### src/rtl/sdram_rd_engine_if.sv
// SDRAM application read-side bus between the read engine (master) and the controller (slave).
// Signal names follow the controller's existing application-port names.
interface sdram_rd_engine_if #(
    parameter int unsigned ADDR_WIDTH = 21,
    parameter int unsigned DATA_WIDTH = 32
);
    logic                  App_rd_en;
    logic [ADDR_WIDTH-1:0] App_rd_addr;
    logic                  Sdr_busy;
    logic                  Sdr_rd_en;
    logic [DATA_WIDTH-1:0] Sdr_rd_dout;

    modport master (
        output App_rd_en,
        output App_rd_addr,
        input  Sdr_busy,
        input  Sdr_rd_en,
        input  Sdr_rd_dout
    );

    modport slave (
        input  App_rd_en,
        input  App_rd_addr,
        output Sdr_busy,
        output Sdr_rd_en,
        output Sdr_rd_dout
    );
endinterface

### src/rtl/sdram_rd_engine.sv
// Burst read engine: fetches a word region from SDRAM into the UDP TX FIFO, paced by FIFO space.
// Optional RD_PATTERN_CHECK_EN adds an incrementing-pattern checker and the chk_err_cnt port.
module sdram_rd_engine #(
    parameter int unsigned ADDR_WIDTH = 21,
    parameter int unsigned DATA_WIDTH = 32,
    parameter int unsigned BURST_LEN  = 16,
    parameter int unsigned FIFO_DEPTH = 4096
) (
    input  logic                  clk,
    input  logic                  rst_n,
    input  logic                  Sdr_init_done,
    input  logic                  rd_start,
    input  logic [ADDR_WIDTH-1:0] rd_base,
    input  logic [ADDR_WIDTH-1:0] rd_len,
    output logic                  rd_busy,
    output logic                  rd_done,
    sdram_rd_engine_if.master     sdr,
    input  logic [11:0]           udp_wrusedw,
    output logic                  out_valid,
    output logic [DATA_WIDTH-1:0] out_data,
`ifdef RD_PATTERN_CHECK_EN
    output logic [15:0]           chk_err_cnt,
`endif
    output logic                  rd_err
);

    localparam int unsigned BW = $clog2(BURST_LEN) + 1;
    localparam int unsigned CW = ADDR_WIDTH + 2;

    typedef enum logic [2:0] {StIdle, StWaitSpace, StIssue, StDrain, StDone} state_e;

    state_e                state_q;
    logic [ADDR_WIDTH-1:0] remain_q;
    logic [ADDR_WIDTH:0]   outst_q;
    logic [ADDR_WIDTH:0]   outst_d;
    logic [BW-1:0]         burst_q;
    logic [BW-1:0]         chunk;
    logic [CW-1:0]         space;
    logic [CW-1:0]         need;
    logic                  accept;
    logic                  spurious;
    logic                  ret;

`ifdef RD_PATTERN_CHECK_EN
    logic [DATA_WIDTH-1:0] exp_q;
`endif

    assign accept   = sdr.App_rd_en && !sdr.Sdr_busy;
    assign spurious = sdr.Sdr_rd_en && (outst_q == '0);
    assign ret      = sdr.Sdr_rd_en && !spurious;
    assign chunk    = (remain_q < ADDR_WIDTH'(BURST_LEN)) ? BW'(remain_q) : BW'(BURST_LEN);
    // Reserve room for words already in flight since the FIFO level lags.
    assign space    = CW'(FIFO_DEPTH) - CW'(udp_wrusedw);
    assign need     = CW'(outst_q) + CW'(chunk);

    always_comb begin
        outst_d = outst_q;
        if (accept && !ret) begin
            outst_d = outst_q + 1'b1;
        end else if (!accept && ret) begin
            outst_d = outst_q - 1'b1;
        end
    end

    always_ff @(posedge clk or negedge rst_n) begin
        if (!rst_n) begin
            state_q         <= StIdle;
            remain_q        <= '0;
            outst_q         <= '0;
            burst_q         <= '0;
            sdr.App_rd_en   <= 1'b0;
            sdr.App_rd_addr <= '0;
            out_valid       <= 1'b0;
            out_data        <= '0;
            rd_busy         <= 1'b0;
            rd_done         <= 1'b0;
            rd_err          <= 1'b0;
`ifdef RD_PATTERN_CHECK_EN
            exp_q           <= '0;
            chk_err_cnt     <= '0;
`endif
        end else begin
            out_valid <= sdr.Sdr_rd_en;
            if (sdr.Sdr_rd_en) begin
                out_data <= sdr.Sdr_rd_dout;
            end
            outst_q <= outst_d;
            rd_done <= 1'b0;
            if (spurious) begin
                rd_err <= 1'b1;
            end
`ifdef RD_PATTERN_CHECK_EN
            if (sdr.Sdr_rd_en) begin
                exp_q <= exp_q + 1'b1;
                if (sdr.Sdr_rd_dout != exp_q) begin
                    rd_err <= 1'b1;
                    if (chk_err_cnt != 16'hFFFF) begin
                        chk_err_cnt <= chk_err_cnt + 1'b1;
                    end
                end
            end
`endif
            if (state_q != StIdle && !Sdr_init_done) begin
                // Controller lost init: abandon the transfer without a completion pulse.
                state_q       <= StIdle;
                outst_q       <= '0;
                sdr.App_rd_en <= 1'b0;
                rd_busy       <= 1'b0;
                rd_err        <= 1'b1;
            end else begin
                unique case (state_q)
                    StIdle: begin
                        if (rd_start && Sdr_init_done) begin
                            sdr.App_rd_addr <= rd_base;
                            remain_q        <= rd_len;
                            outst_q         <= '0;
                            rd_busy         <= 1'b1;
                            state_q         <= (rd_len == '0) ? StDone : StWaitSpace;
`ifdef RD_PATTERN_CHECK_EN
                            exp_q           <= DATA_WIDTH'(rd_base);
                            chk_err_cnt     <= '0;
`endif
                        end
                    end
                    StWaitSpace: begin
                        if (space >= need) begin
                            burst_q       <= chunk;
                            sdr.App_rd_en <= 1'b1;
                            state_q       <= StIssue;
                        end
                    end
                    StIssue: begin
                        if (accept) begin
                            sdr.App_rd_addr <= sdr.App_rd_addr + 1'b1;
                            remain_q        <= remain_q - 1'b1;
                            burst_q         <= burst_q - 1'b1;
                            if (burst_q == BW'(1)) begin
                                sdr.App_rd_en <= 1'b0;
                                state_q <= (remain_q != ADDR_WIDTH'(1)) ? StWaitSpace : StDrain;
                            end
                        end
                    end
                    StDrain: begin
                        if (outst_d == '0) begin
                            state_q <= StDone;
                        end
                    end
                    StDone: begin
                        rd_done <= 1'b1;
                        rd_busy <= 1'b0;
                        state_q <= StIdle;
                    end
                endcase
            end
        end
    end

endmodule

### src/flat_wrapper.sv
// flat-port wrapper written by rule: the top's interface ports become plain ports
module sdram_rd_engine_flat 
#(
    parameter int unsigned ADDR_WIDTH = 21,
    parameter int unsigned DATA_WIDTH = 32,
    parameter int unsigned BURST_LEN  = 16,
    parameter int unsigned FIFO_DEPTH = 4096
)
  (clk, rst_n, Sdr_init_done, rd_start, rd_base, rd_len, rd_busy, rd_done, udp_wrusedw, out_valid, out_data, rd_err, sdr_App_rd_en, sdr_App_rd_addr, sdr_Sdr_busy, sdr_Sdr_rd_en, sdr_Sdr_rd_dout);
  sdram_rd_engine_if #(.ADDR_WIDTH(ADDR_WIDTH), .DATA_WIDTH(DATA_WIDTH)) sdr_i ();
  input  logic clk;
  input  logic rst_n;
  input  logic Sdr_init_done;
  input  logic rd_start;
  input  logic [ADDR_WIDTH-1:0] rd_base;
  input  logic [ADDR_WIDTH-1:0] rd_len;
  output logic rd_busy;
  output logic rd_done;
  input  logic [11:0] udp_wrusedw;
  output logic out_valid;
  output logic [DATA_WIDTH-1:0] out_data;
  output logic rd_err;
  output wire logic [$bits(sdr_i.App_rd_en)-1:0] sdr_App_rd_en;
  output wire logic [$bits(sdr_i.App_rd_addr)-1:0] sdr_App_rd_addr;
  input wire logic [$bits(sdr_i.Sdr_busy)-1:0] sdr_Sdr_busy;
  input wire logic [$bits(sdr_i.Sdr_rd_en)-1:0] sdr_Sdr_rd_en;
  input wire logic [$bits(sdr_i.Sdr_rd_dout)-1:0] sdr_Sdr_rd_dout;
  assign sdr_App_rd_en = sdr_i.App_rd_en;
  assign sdr_App_rd_addr = sdr_i.App_rd_addr;
  assign sdr_i.Sdr_busy = sdr_Sdr_busy;
  assign sdr_i.Sdr_rd_en = sdr_Sdr_rd_en;
  assign sdr_i.Sdr_rd_dout = sdr_Sdr_rd_dout;
  sdram_rd_engine #(.ADDR_WIDTH(ADDR_WIDTH), .DATA_WIDTH(DATA_WIDTH), .BURST_LEN(BURST_LEN), .FIFO_DEPTH(FIFO_DEPTH)) u_core (.clk(clk), .rst_n(rst_n), .Sdr_init_done(Sdr_init_done), .rd_start(rd_start), .rd_base(rd_base), .rd_len(rd_len), .rd_busy(rd_busy), .rd_done(rd_done), .sdr(sdr_i), .udp_wrusedw(udp_wrusedw), .out_valid(out_valid), .out_data(out_data), .rd_err(rd_err));
endmodule
### config.mk
export PLATFORM = sky130hd
export DESIGN_NAME = sdram_rd_engine_flat
export DESIGN_NICKNAME = d
export VERILOG_FILES = /design/src/rtl/sdram_rd_engine_if.sv /design/src/rtl/sdram_rd_engine.sv /design/src/flat_wrapper.sv
export SDC_FILE = /design/constraint.sdc
export NUM_CORES = 1
export LEC_CHECK = 0
export BUFFER_PORTS_ARGS = -buffer_cell sky130_fd_sc_hd__buf_2
export CORE_AREA = 3 3 103 154
export CTS_BUF_LIST = sky130_fd_sc_hd__clkbuf_8
export CTS_CLUSTER_SIZE = 40
export DETAILED_ROUTE_END_ITERATION = 8
export DIE_AREA = 0 0 106 157
export GPL_TIMING_DRIVEN = 1
export PLACE_DENSITY = 0.77
export SLEW_MARGIN = 10
export SYNTH_ARGS = -nofsm -noshare
export SYNTH_HDL_FRONTEND = slang
export SYNTH_SLANG_ARGS = --single-unit
### constraint.sdc
create_clock -name clk -period 5.8 [get_ports clk]
set_clock_uncertainty 0.05 [all_clocks]
set_input_delay 0.29 -clock clk [delete_from_list [all_inputs] [get_ports clk]]
set_output_delay 0.29 -clock clk [all_outputs]
set_load 0.1 [all_outputs]
==> reports/qor.yml <==
area_growth_syn_to_layout_pct: 15.2
numCtsBuffers: 9
synth_edf_count: 0
setup_tns_ns: 0
fin_ws_ns: 0.352
placed_area_um2: 8310
grt_max_degree: 62
required_ns: 6.03
min_from: "sdr_Sdr_rd_dout[9]"
vias: 7239
power_density_nw_per_um2: 533
maxSlewViolCount: 0
gp_congestion: 0.915
routed_wl_um: 20800
die_area_um2: 16600
grtUsageMet3: 0.0443
crit_path_frequent_cell: "nor2_2"
die_h_um: 157
status: "complete, no violations"
cts_tree: "done"
hold_ws_ns: 0.0660
drtAntennaViolNets: 0
core_area_um2: 14600
setup_viol: 0
finalInstanceArea_um2: 8630
core.rowCount: 54
grtUsageTotal: 0.251
reg2reg_slack_ns: 0.35
critPathKind: "reg -> reg"
cpPeakStageDelay_ns: 0.54
synthArstFlopShare: 1.00
crit_slowest_cell: "or4_1"
slew_headroom: 0.237
synth_top_area_frac: 0.364
synthesis.area_um2: 7490
cp-start-kind: "register"
end_kind: "register"
min_period_ns: 5.45
grtUsageMet2: 0.452
cts_root_buf: "clkbuf_8"
maxCapViolations: 0
cp_cell_sequence: "or4_1 -> or2_4 -> nor3_4 -> nor4b_4 -> inv_2 -> nor2_2 -> ha_2 -> inv_1 -> fa_2 -> nor2b_1 -> o21ai_1 -> a21boi_2 -> nor2_2 -> nor2_2 -> nand3_1 -> xor2_1 -> ha_1 -> nand4_1 -> nor3_2 -> a221oi_2 -> nor4b_2 -> nand4_1 -> a21oi_2 -> mux2_2"
initial_utilization: 0.513
cts_buffer_depth: 2
grt_pass1_wl_um: 34000
min_to: "u_core.out_data[9]$_DFFE_PN0P_"
post_drt_wl_per_cell_um: 17.4
ys_warn_count: 0
synth_commonest_cells: "dfrtp_1, nor2_1, nand2_1"
worstHoldPathType: "in -> reg"
diodes: 0
drc: 0
grt_pass1_vias: 7058
max_clock_freq_mhz: 184
yosysTopAreaCell: "dfrtp_1"
worst_pin_slew_ns: 1.14
pre_cts_slack_ns: 0.00304
drtIter0Drc: 639
vias_per_cell: 6.05
finalHoldViolations: 0
antenna_found_initial: 0
dr.pass1.iters: 5
fillers: 1437
synth.avg_cell_area_um2: 8.55
cp_max_fo: 4
reg2reg_depth: 24
cts_max_level: 3
clk_pin_slew_ns: 0.12
port_buffers: 149
peakVddDrop_uv: 421
fin_crit_sh: 0.939
drive_gt1_frac: 0.253
hpwlAfterDp_um: 15400
crit_arrival_ns: 5.68
ys_seq_area_frac: 0.364
die_x_um: 106
io_pins: 150
insertion_delay_ns: 0.39
utilization: 0.592
clkSinkCount: 109
synth_cells: 876
r2r-end: "u_core.burst_q[1]$_DFFE_PN0P_"
synth_cell_types: 76
grt-ovfl-total: 0
grt.busiest_layer: "met2"
ys_ff_latch: 109
synthesis.nets: 995
p_leak_uw: 0.00363
whs_path_depth: 2
yosysMostFrequentCell: "dfrtp_1"
synth_flop_cell: "dfrtp_1"
rr_startpoint: "u_core.remain_q[8]$_DFFE_PN0P_"
nets: 1114
grt_util_met1: 0.284
synth_area_leaders: "dfrtp_1, mux2_2, nor2_1, a21oi_1, o21ai_0"
-- cell type report --
| type | instances | area [µm²] | area share |
|---|---|---|---|
| Timing Repair Buffer | 163 | 856 | 0.0991 |
| Multi-Input combinational cell | 690 | 4490 | 0.520 |
| Tap cell | 196 | 245 | 0.0284 |
| Clock inverter | 7 | 109 | 0.0126 |
| Clock buffer | 9 | 124 | 0.0143 |
| Sequential cell | 109 | 2730 | 0.316 |
| Inverter | 22 | 82.6 | 0.00957 |
-- where the power goes --
group,switching [µW],internal (µW)
clock,297,254
sequential,400,1000
combinational,1860,781
-- state kept, by name (all words and copies together) (netlist names) --
name and count:
u_core.burst_q 5, u_core.out_data 32, u_core.out_valid 1, u_core.outst_q 22, u_core.rd_busy 1, u_core.rd_done 1
u_core.rd_err 1, u_core.remain_q 21, u_core.sdr.App_rd_addr 21, u_core.sdr.App_rd_en 1, u_core.state_q 3
-- metal layers --
layer  wire, µm  share of wire  vias to the layer above
li1           -              -                     3455
met1       7970           0.38                     3438
met2      10800           0.52                      271
met3       1140          0.054                       75
met4        963          0.046                        0
met5          0              0                        -
-- worst max-delay path, delay by kind of cell, from the launching register on --
family | cells | cell delay, ns
compound gates | 4 | 0.59
mux | 1 | 0.35
xor+xnor | 1 | 0.19
simple gates | 13 | 2.74
buf+inv | 2 | 0.14
flops | 1 | 0.41
fa+ha+maj | 3 | 0.88
-- worst max-delay path by stage --
| stage | start | to | slack, ns |
|---|---|---|---|
| 3_5_place_dp | u_core.remain_q[8]$_DFFE_PN0P_ | u_core.burst_q[1]$_DFFE_PN0P_ | 0.003 |
| 4_1_cts | u_core.remain_q[8]$_DFFE_PN0P_ | u_core.burst_q[1]$_DFFE_PN0P_ | 0.03 |
| 6_report | u_core.remain_q[8]$_DFFE_PN0P_ | u_core.burst_q[1]$_DFFE_PN0P_ | 0.35 |
| 3_3_place_gp | u_core.remain_q[8]$_DFFE_PN0P_ | u_core.burst_q[1]$_DFFE_PN0P_ | 0.11 |
| 2_1_floorplan | u_core.remain_q[8]$_DFFE_PN0P_ | u_core.burst_q[1]$_DFFE_PN0P_ | 0.05 |
| 5_1_grt | u_core.remain_q[8]$_DFFE_PN0P_ | u_core.burst_q[1]$_DFFE_PN0P_ | -0.03 |
-- stage by stage --
| stage | total power [µW] | std cells |
|---|---|---|
| after global placement | 3950 | 1175 |
| after global routing | 4920 | 1196 |
| final | 4600 | 1196 |
| after detailed placement | 3990 | 1175 |
| after floorplan | 3470 | 876 |
| after CTS | 4560 | 1193 |
-- kinds of logic after synthesis --
family          count (synthesis)  share of synthesized area
compound gates                240                      0.204
xor+xnor                       45                     0.0526
fa+ha+maj                      27                     0.0461
buf+inv                        77                     0.0456
flops                         109                      0.364
mux                            34                     0.0509
simple gates                  344                      0.237
-- placed cells by master (no fill, tap or decap), types with 8 or more instances in the layout --
| master | synthesis | layout |
|---|---|---|
| o21ai_0 | 67 | 65 |
| nor3_1 | 32 | 29 |
| nand2_1 | 74 | 73 |
| a31oi_1 | 12 | 12 |
| dfrtp_1 | 109 | 109 |
| ha_1 | 26 | 25 |
| buf_4 | 2 | 14 |
| o22ai_1 | 12 | 12 |
| nand3_1 | 36 | 36 |
| inv_1 | 22 | 21 |
| mux2_2 | 33 | 33 |
| nor2b_1 | 8 | 8 |
| and3_1 | 13 | 13 |
| nor4_1 | 15 | 15 |
| clkbuf_8 | 0 | 9 |
| buf_2 | 12 | 148 |
| nor2_1 | 99 | 95 |
| a21oi_1 | 71 | 69 |
| nand4_1 | 15 | 15 |
| a32oi_1 | 8 | 8 |
| xnor2_1 | 23 | 23 |
| xor2_1 | 22 | 22 |
-- what timing repair did --
action,in CTS,in global routing
cloned,0,0
resized for setup,0,16
endpoints found under the hold margin,54,0
buffers inserted,1,3
hold buffers,1,0
pin swaps,2,7
endpoints found under the setup margin,1,8
Note: power is estimated with default switching activity, not from simulation.
